===== config.mk =====
export PLATFORM = sky130hd
export DESIGN_NAME = ycfsm_row_sync
export DESIGN_NICKNAME = d
export VERILOG_FILES = /design/src/rtl/ycfsm_row_sync.sv
export SDC_FILE = /design/constraint.sdc
export NUM_CORES = 1
export LEC_CHECK = 0
export BUFFER_PORTS_ARGS = -buffer_cell sky130_fd_sc_hd__clkbuf_2
export CAP_MARGIN = 25
export CORE_MARGIN = 1
export CORE_UTILIZATION = 35
export CTS_CLUSTER_DIAMETER = 200
export DETAILED_ROUTE_END_ITERATION = 8
export PLACE_DENSITY_LB_ADDON = 0.05
export SLEW_MARGIN = 20
export SYNTH_ARGS = -nofsm -noshare
export SYNTH_HDL_FRONTEND = slang
export SYNTH_SLANG_ARGS = --single-unit

===== constraint.sdc =====
create_clock -name clk -period 3.5 [get_ports clk]
set_input_delay 0.35 -clock clk [delete_from_list [all_inputs] [get_ports clk]]
set_output_delay 0.35 -clock clk [all_outputs]
set_load 0.01 [all_outputs]

===== src/rtl/ycfsm_row_sync.sv =====
// ycfsm_row_sync: clocked N-channel yellow-cell row stage.
// Each channel runs a BLOCK/EMPTY/HALF/FULL return-to-empty FSM on ternary
// in/match pairs (Vempty=00, V0=01, V1=10, 11 illegal) and drives a ternary out.
// The row adds completion detection (done), a saturating completion counter
// and sticky per-channel error flags.
// Handshake: there is no valid/ready pair. A channel value is "valid" whenever
// it is V0 or V1. A channel only accepts a new operand set after both inputs
// have returned to Vempty, which is what BLOCK enforces after reset.
// dbg_state exposes each channel FSM at [2i+1:2i]: 0 BLOCK, 1 EMPTY, 2 HALF, 3 FULL.
module ycfsm_row_sync #(
  parameter int N    = 8,
  parameter int CW   = 8,
  parameter int MODE = 0
) (
  input  logic           clk,
  input  logic           reset,
  input  logic [2*N-1:0] in,
  input  logic [2*N-1:0] match,
  output logic [2*N-1:0] out,
  output logic           done,
  output logic [CW-1:0]  count,
  output logic [N-1:0]   err,
  output logic [2*N-1:0] dbg_state
);

  localparam logic [1:0] VE = 2'b00;
  localparam logic [1:0] V0 = 2'b01;
  localparam logic [1:0] V1 = 2'b10;
  localparam logic [1:0] VX = 2'b11;

  typedef enum logic [1:0] {
    BLOCK = 2'd0,
    EMPTY = 2'd1,
    HALF  = 2'd2,
    FULL  = 2'd3
  } st_t;

  // Result of a complete operand pair; operands are never the illegal code.
  function automatic logic [1:0] result(input logic [1:0] a, input logic [1:0] b);
    if (MODE == 0) return (a == b) ? V1 : V0;
    else           return (b == V1) ? a : V0;
  endfunction

  logic [N-1:0] full_v;

  for (genvar g = 0; g < N; g++) begin : g_ch
    st_t        st;
    logic [1:0] li, lm;     // latched operands (Vempty when not latched)
    logic [1:0] pi, pm;     // last effective sampled inputs
    logic [1:0] o;
    logic       e;
    logic [1:0] ri, rm, ei, em;
    logic       ill_i, ill_m, viol_i, viol_m, latched;

    assign ri    = in[2*g +: 2];
    assign rm    = match[2*g +: 2];
    assign ill_i = (ri == VX);
    assign ill_m = (rm == VX);
    // An illegal code is treated as if the input had not changed.
    assign ei    = ill_i ? pi : ri;
    assign em    = ill_m ? pm : rm;

    // A latched operand flipping V0<->V1 without visiting Vempty is a violation.
    assign latched = (st == HALF) || (st == FULL);
    assign viol_i  = latched && (li != VE) && (pi != VE) && (ei != VE) && (ei != pi);
    assign viol_m  = latched && (lm != VE) && (pm != VE) && (em != VE) && (em != pm);

    // Channel FSM, operand latches, registered out and sticky error flag.
    always_ff @(posedge clk or posedge reset) begin
      if (reset) begin
        st <= BLOCK;
        li <= VE;
        lm <= VE;
        pi <= VE;
        pm <= VE;
        o  <= VE;
        e  <= 1'b0;
      end else begin
        pi <= ei;
        pm <= em;
        if (ill_i || ill_m || viol_i || viol_m) e <= 1'b1;
        case (st)
          BLOCK: begin
            if (ei == VE && em == VE) st <= EMPTY;
          end
          EMPTY: begin
            li <= ei;
            lm <= em;
            if (ei != VE && em != VE) begin
              st <= FULL;
              o  <= result(ei, em);
            end else if (ei != VE || em != VE) begin
              st <= HALF;
            end
          end
          HALF: begin
            if (li != VE) begin
              if (ei == VE) begin
                li <= VE;
                lm <= em;
                st <= (em != VE) ? HALF : EMPTY;
              end else if (em != VE) begin
                lm <= em;
                st <= FULL;
                o  <= result(li, em);
              end
            end else begin
              if (em == VE) begin
                lm <= VE;
                li <= ei;
                st <= (ei != VE) ? HALF : EMPTY;
              end else if (ei != VE) begin
                li <= ei;
                st <= FULL;
                o  <= result(ei, lm);
              end
            end
          end
          FULL: begin
            if (ei == VE && em == VE) begin
              st <= EMPTY;
              li <= VE;
              lm <= VE;
              o  <= VE;
            end
          end
          default: st <= BLOCK;
        endcase
      end
    end

    assign out[2*g +: 2]       = o;
    assign err[g]              = e;
    assign full_v[g]           = (st == FULL);
    assign dbg_state[2*g +: 2] = st;
  end

  // Row completion flag and saturating count of its rising edges.
  always_ff @(posedge clk or posedge reset) begin
    if (reset) begin
      done  <= 1'b0;
      count <= '0;
    end else begin
      done <= &full_v;
      if ((&full_v) && !done && (count != {CW{1'b1}})) count <= count + 1'b1;
    end
  end

endmodule

---- Word-level counts from Yosys, hierarchy flattened ----
Index checks and enable logic that the tools add are counted.
word-level totals
  flip-flop bits (word level) ............. 113
  word-level logic and storage cells ...... 752
  output and inout bits ................... 49
operators by class
  multiplexer cells ....................... 272
  equal/unequal tests ..................... 177
  reduce and logical (&&, ||, !) cells .... 244
  add/subtract/negate cells ............... 1
operators with widths
  cell                   number
  $mux W2                240
  $pmux W2 S3            32
  $reduce_and A4 Y1      24
  $reduce_bool A2 Y1     48
  $logic_and A1 B1 Y1    82
  $ne A3 B3 Y1 const B   25
  $eq A2 B2 Y1 const B   32
  $reduce_and A7 Y1      8
  $eq A2 B2 Y1           24
  $logic_not A2 Y1       24
  $ne A3 B1 Y1 const B   16
  $ne A3 B2 Y1 const B   15
  $logic_or A1 B1 Y1     40
  $ne A2 B1 Y1 const B   16
  $ne A2 B2 Y1           16
  $ne A4 B1 Y1 const B   8
  $ne A4 B2 Y1 const B   7
  $reduce_bool A3 Y1     8
  $eq A2 B1 Y1 const B   8
  $ne A2 B2 Y1 const B   8
  $reduce_or A2 Y1       8
  $add A8 B1 Y8 const B  1
  $ne A8 B8 Y1 const B   1
  $reduce_and A8 Y1      1
  2 further kinds        2

---- Logic depth before layout (Yosys ltp) ----
  depth in word-level cells ............... 8
  mapped depth ............................ 8
  depth with buffers taken out ............ 7

---- Worst setup path after synthesis ----
OpenSTA, ideal clock, no wires.
  kind .................................... flip-flop to flip-flop
  from .................................... register g_ch[4].st[0]
  to ...................................... register count[7]
  data arrival time ....................... 1899 ps
  period minus slack after synthesis ...... 1978 ps
  stages on the path, launching flop included .. 8
  path slack .............................. 1522 ps
  setup time .............................. 79 ps
  path through ............................ dfrtp_1 ha_1 nand4_2 or3_4 a31oi_4 nand4_4 nor3_2 xor2_1
between the ends
  cells in the longest elaborated chain, start to end .. 4
ends and longest elaborated chain
  item                              line  text
  start: declaration                47    st_t st;
  start signal: assignment          101   st <= (em != VE) ? HALF : EMPTY;
  start signal: assignment          111   st <= (ei != VE) ? HALF : EMPTY;
  $eq A2 B2 Y1                      134   assign full_v[g] = (st == FULL);
  $reduce_and A8 Y1                 145   if ((&full_v) && !done && (count != {CW{1'b1}})) count <= count + 1'b1;
  $logic_and A1 B1 Y1 (2 in a row)  145
  end signal: assignment            145
  end: declaration                  21    output logic [CW-1:0] count,
Every way passes these cells.
A chain may end at the register's enable or synchronous reset.

---- Worst setup path after layout ----
  from .................................... register g_ch[7].st[0]
  to ...................................... register count[7]
between the ends
  cells in the longest elaborated chain, start to end .. 4
ends and longest elaborated chain
  item                              line
  start: declaration                47
  start signal: assignment          101
  start signal: assignment          111
  $eq A2 B2 Y1                      134
  $reduce_and A8 Y1                 145
  $logic_and A1 B1 Y1 (2 in a row)  145
Every way passes these cells.

==> results.md <==
- Slowest-stage cell, CP: dfrtp_1
- Unrepaired setup endpoints after global routing: false
- Total track usage: 16.9%
- Clock buffer depth: 2
- Crit path DAT: ~2500 ps
- Final Hold Violating Endpoints: 0
- Post-Syn Area: approximately 8100 µm²
- Diodes inserted: 0
- Starting Density: a little over a third
- Post-Route WL: just under 20000 µm
- DP Area: 8750 µm²
- EDFF count, synth: 0
- CP Cell Sequence: ha_1 -> nand4_1 -> or3_4 -> a31oi_4 -> nand4_4 -> nor3_2 -> xor2_1
- Vias per inst: 5.28
- Core area: 22700 µm²
- Die W: 154 µm
- Hold slack: 47.4 ps
- Worst-path fanout max: 7
- Measured slew at the worst slew-check pin: about 750 ps
- Gp weighted congestion: between 0.8 and 0.9
- Top Family by Delay on Critical Path: simple AND/OR/NAND/NOR gates
- PostCTS Resize Cnt: 0
- Post-synth cell types: 76
- Setup violators final: 0
- Synth async-reset ratio: 100%
- Critical path startpoint: g_ch[7].st[0]
- Vias: 6838
- Hold Path Class: primary input to asynchronous set/reset pin
- Yosys Warn Count: 0
- Max Cap Viol: 0
- # IOs: 83
- Clock Pin Slew Worst Setup and Hold Paths: about 50 ps
- P&R area growth vs syn: 15.2%
- Die area: approximately 24000 µm²
- Grt ovf: 0
- Flop and latch count out of synthesis: about 110
- FP Rows: 55
- WL met2: 8480 µm
- Area of the multi-input gates: 4850 µm²
- Max layer used: met4
- 1st-iter DRT viols: 288
- Mapped Cells: 925
- Dominant synthesized flop cell: dfrtp_1
- Wirelength per Cell: 14.8 µm
- Post-DP HPWL: 14600 µm
- Vias in the first global route: 6457
- Peak supply drop: a little over 400 µV
- 1st-pass router iterations: 5
- CTS tree: done
- Initial antenna violation count: 0
- Synth Area per Inst: 8.80 µm²
- P_leak: about 4.2 nW
- Status: finished clean
- H-tree depth: 4
- Largest net degree at the start of global routing: 59
- Routed length on met3: 667 µm
- Crit-path max cell delay: 430 ps
- Final instance area: 9370 µm²
- Fmax: 453 MHz
- Seq/Total Area, Yosys: a little over a third
- P per Cell Area: 829 nW/µm²
- # DRC: 0
- Clock root cell: clkbuf_16
- Die Y: 154 µm
- Crit start category: flop
- Share of cells above drive strength 1: 18.9%
- CP Capture Type: flop
- WS Path Type: flop to flop
- Clk_lat worst skew: 420 ps
- Register cell area after layout: around 2800 µm²
- Fillers: 2300
- Final #Nets: 1072
- Critical R2R Launch: g_ch[7].st[0]
- Post-CTS Setup Bufs: 0
- Fin. max-slew vios: 0
- First-pass GRT wire length: 32500 µm
- Clock Skews: 11.0 ps
- Fin crit period: 2210 ps
- Input/output buffers: slightly above 80
- CTS Hold Buffers Added: 0
- Final cycle utilization of the critical path: 63.1%
- Clock sink count: about 110
- Syn nets: 1000
- CTS buffer count: 17
- TNS Setup: 0 ps
- WP data required: 3830 ps
- R2R setup slack: between 1000 and 1500 ps
- Buf+Inv Stages, Crit Path: 0
- Final ANT Viol Nets: 0
- Slew margin rel.: between 50% and 60%
- Wl on met1: approximately 9800 µm
-- report_power, final --
part           internal, mW  switching (mW)
registers              1.67           0.353
clock network          1.22           0.621
logic                  1.77            2.14
total                  4.66            3.12
-- synth_stat cells, types with 3 or more instances --
library cell,number,area [µm²]
o221ai_1,13,114
a21oi_1,55,275
ha_1,41,513
nor2_1,92,345
mux2_2,40,450
o21ai_0,60,300
o21a_1,6,45.0
nand3_1,16,80.1
a2111oi_0,3,26.3
nor2b_1,3,18.8
a22oi_1,9,67.6
o21ai_1,3,15.0
mux2_1,5,56.3
buf_2,9,45.0
mux2i_1,12,120
and4bb_2,3,37.5
nand3b_1,14,105
xnor2_1,17,149
or3_1,6,37.5
o22ai_1,12,75.1
a211oi_1,15,113
and2_1,9,56.3
a221oi_1,7,61.3
o2bb2ai_1,3,26.3
o22a_1,8,70.1
buf_4,12,90.1
o31ai_1,11,82.6
nand4_1,5,31.3
clkbuf_1,8,30.0
inv_1,75,282
nor3_1,18,90.1
xor2_1,16,140
or2_2,6,37.5
a22o_1,14,123
dfrtp_1,113,2830
nand2_1,92,345
o211ai_1,5,37.5
nand2b_1,36,225
-- final cells by class --
class / instances / area share (%)
Clock buffer: 22 / 4.95
Clock inverter: 10 / 1.68
Inverter: 75 / 3.03
Multi-Input combinational cell: 705 / 51.7
Sequential cell: 113 / 30.2
Tap cell: 285 / 3.80
Timing Repair Buffer: 85 / 4.62
-- cells by family (layout without fill, tap and decap cells) --
group,count (synthesis),after routing,synth area share (%)
compound gates,256,256,22.3
xor+xnor,33,33,3.55
fa+ha+maj,41,41,6.30
buf+inv,107,192,5.64
flops,113,113,34.8
mux,59,59,8.07
simple gates,316,316,19.4
-- through the flow --
step                util (%)  cells  setup slack, ps  power (mW)
floorplan                  -    925              163        5.01
global placement        38.5   1263             1350        6.00
detailed placement      38.5   1263             1280        5.96
CTS                     41.3   1295             1260        7.87
global route            41.3   1295             1100        8.43
finish                  41.3   1295             1290        7.77
-- state kept, by name, indices dropped and copies added (netlist names) --
register,count
g_ch.pi,16
g_ch.li,16
done,1
g_ch.st,16
g_ch.o,16
count,8
g_ch.pm,16
g_ch.e,8
g_ch.lm,16
-- routing by layer --
layer	track usage [%]	up-vias
li1	-	3451
met1	23.5	3259
met2	26.2	108
met3	3.47	20
met5	0	-
met4	5.56	0
-- final timing paths --
kind,endpoint,cells past startpoint
setup reg to reg,count[7],7
max in group asynchronous,g_ch[2].o[0],3
setup / recovery,count[7],7
hold / removal,g_ch[6].pi[0],2
hold reg to reg,g_ch[1].e,2
min in group clk,g_ch[1].e,3
-- layout by cell type (no fill, tap or decap), drive strengths merged, types with 11 or more instances in the layout --
| master | synthesis | layout |
|---|---|---|
| dfrtp | 113 | 113 |
| clkbuf | 9 | 104 |
| nor2 | 92 | 92 |
| nand2 | 92 | 92 |
| inv | 75 | 75 |
| o21ai | 63 | 63 |
| a21oi | 57 | 57 |
| mux2 | 47 | 47 |
| ha | 41 | 41 |
| nand2b | 40 | 40 |
| nor3 | 19 | 19 |
| xnor2 | 17 | 17 |
| nand3 | 16 | 16 |
| xor2 | 16 | 16 |
| a211oi | 15 | 15 |
| a22o | 14 | 14 |
| nand3b | 14 | 14 |
| o221ai | 13 | 13 |
| o22ai | 12 | 12 |
| mux2i | 12 | 12 |
| o22a | 12 | 12 |
| o31ai | 11 | 11 |
-- worst reg2reg max path, cell delays in order, from the launching register on --
cell and delay [ps]:
dfrtp_1 430, ha_1 410, nand4_1 200, or3_4 380
a31oi_4 270, nand4_4 150, nor3_2 140, xor2_1 160
Power figures use the tool's default switching activity.
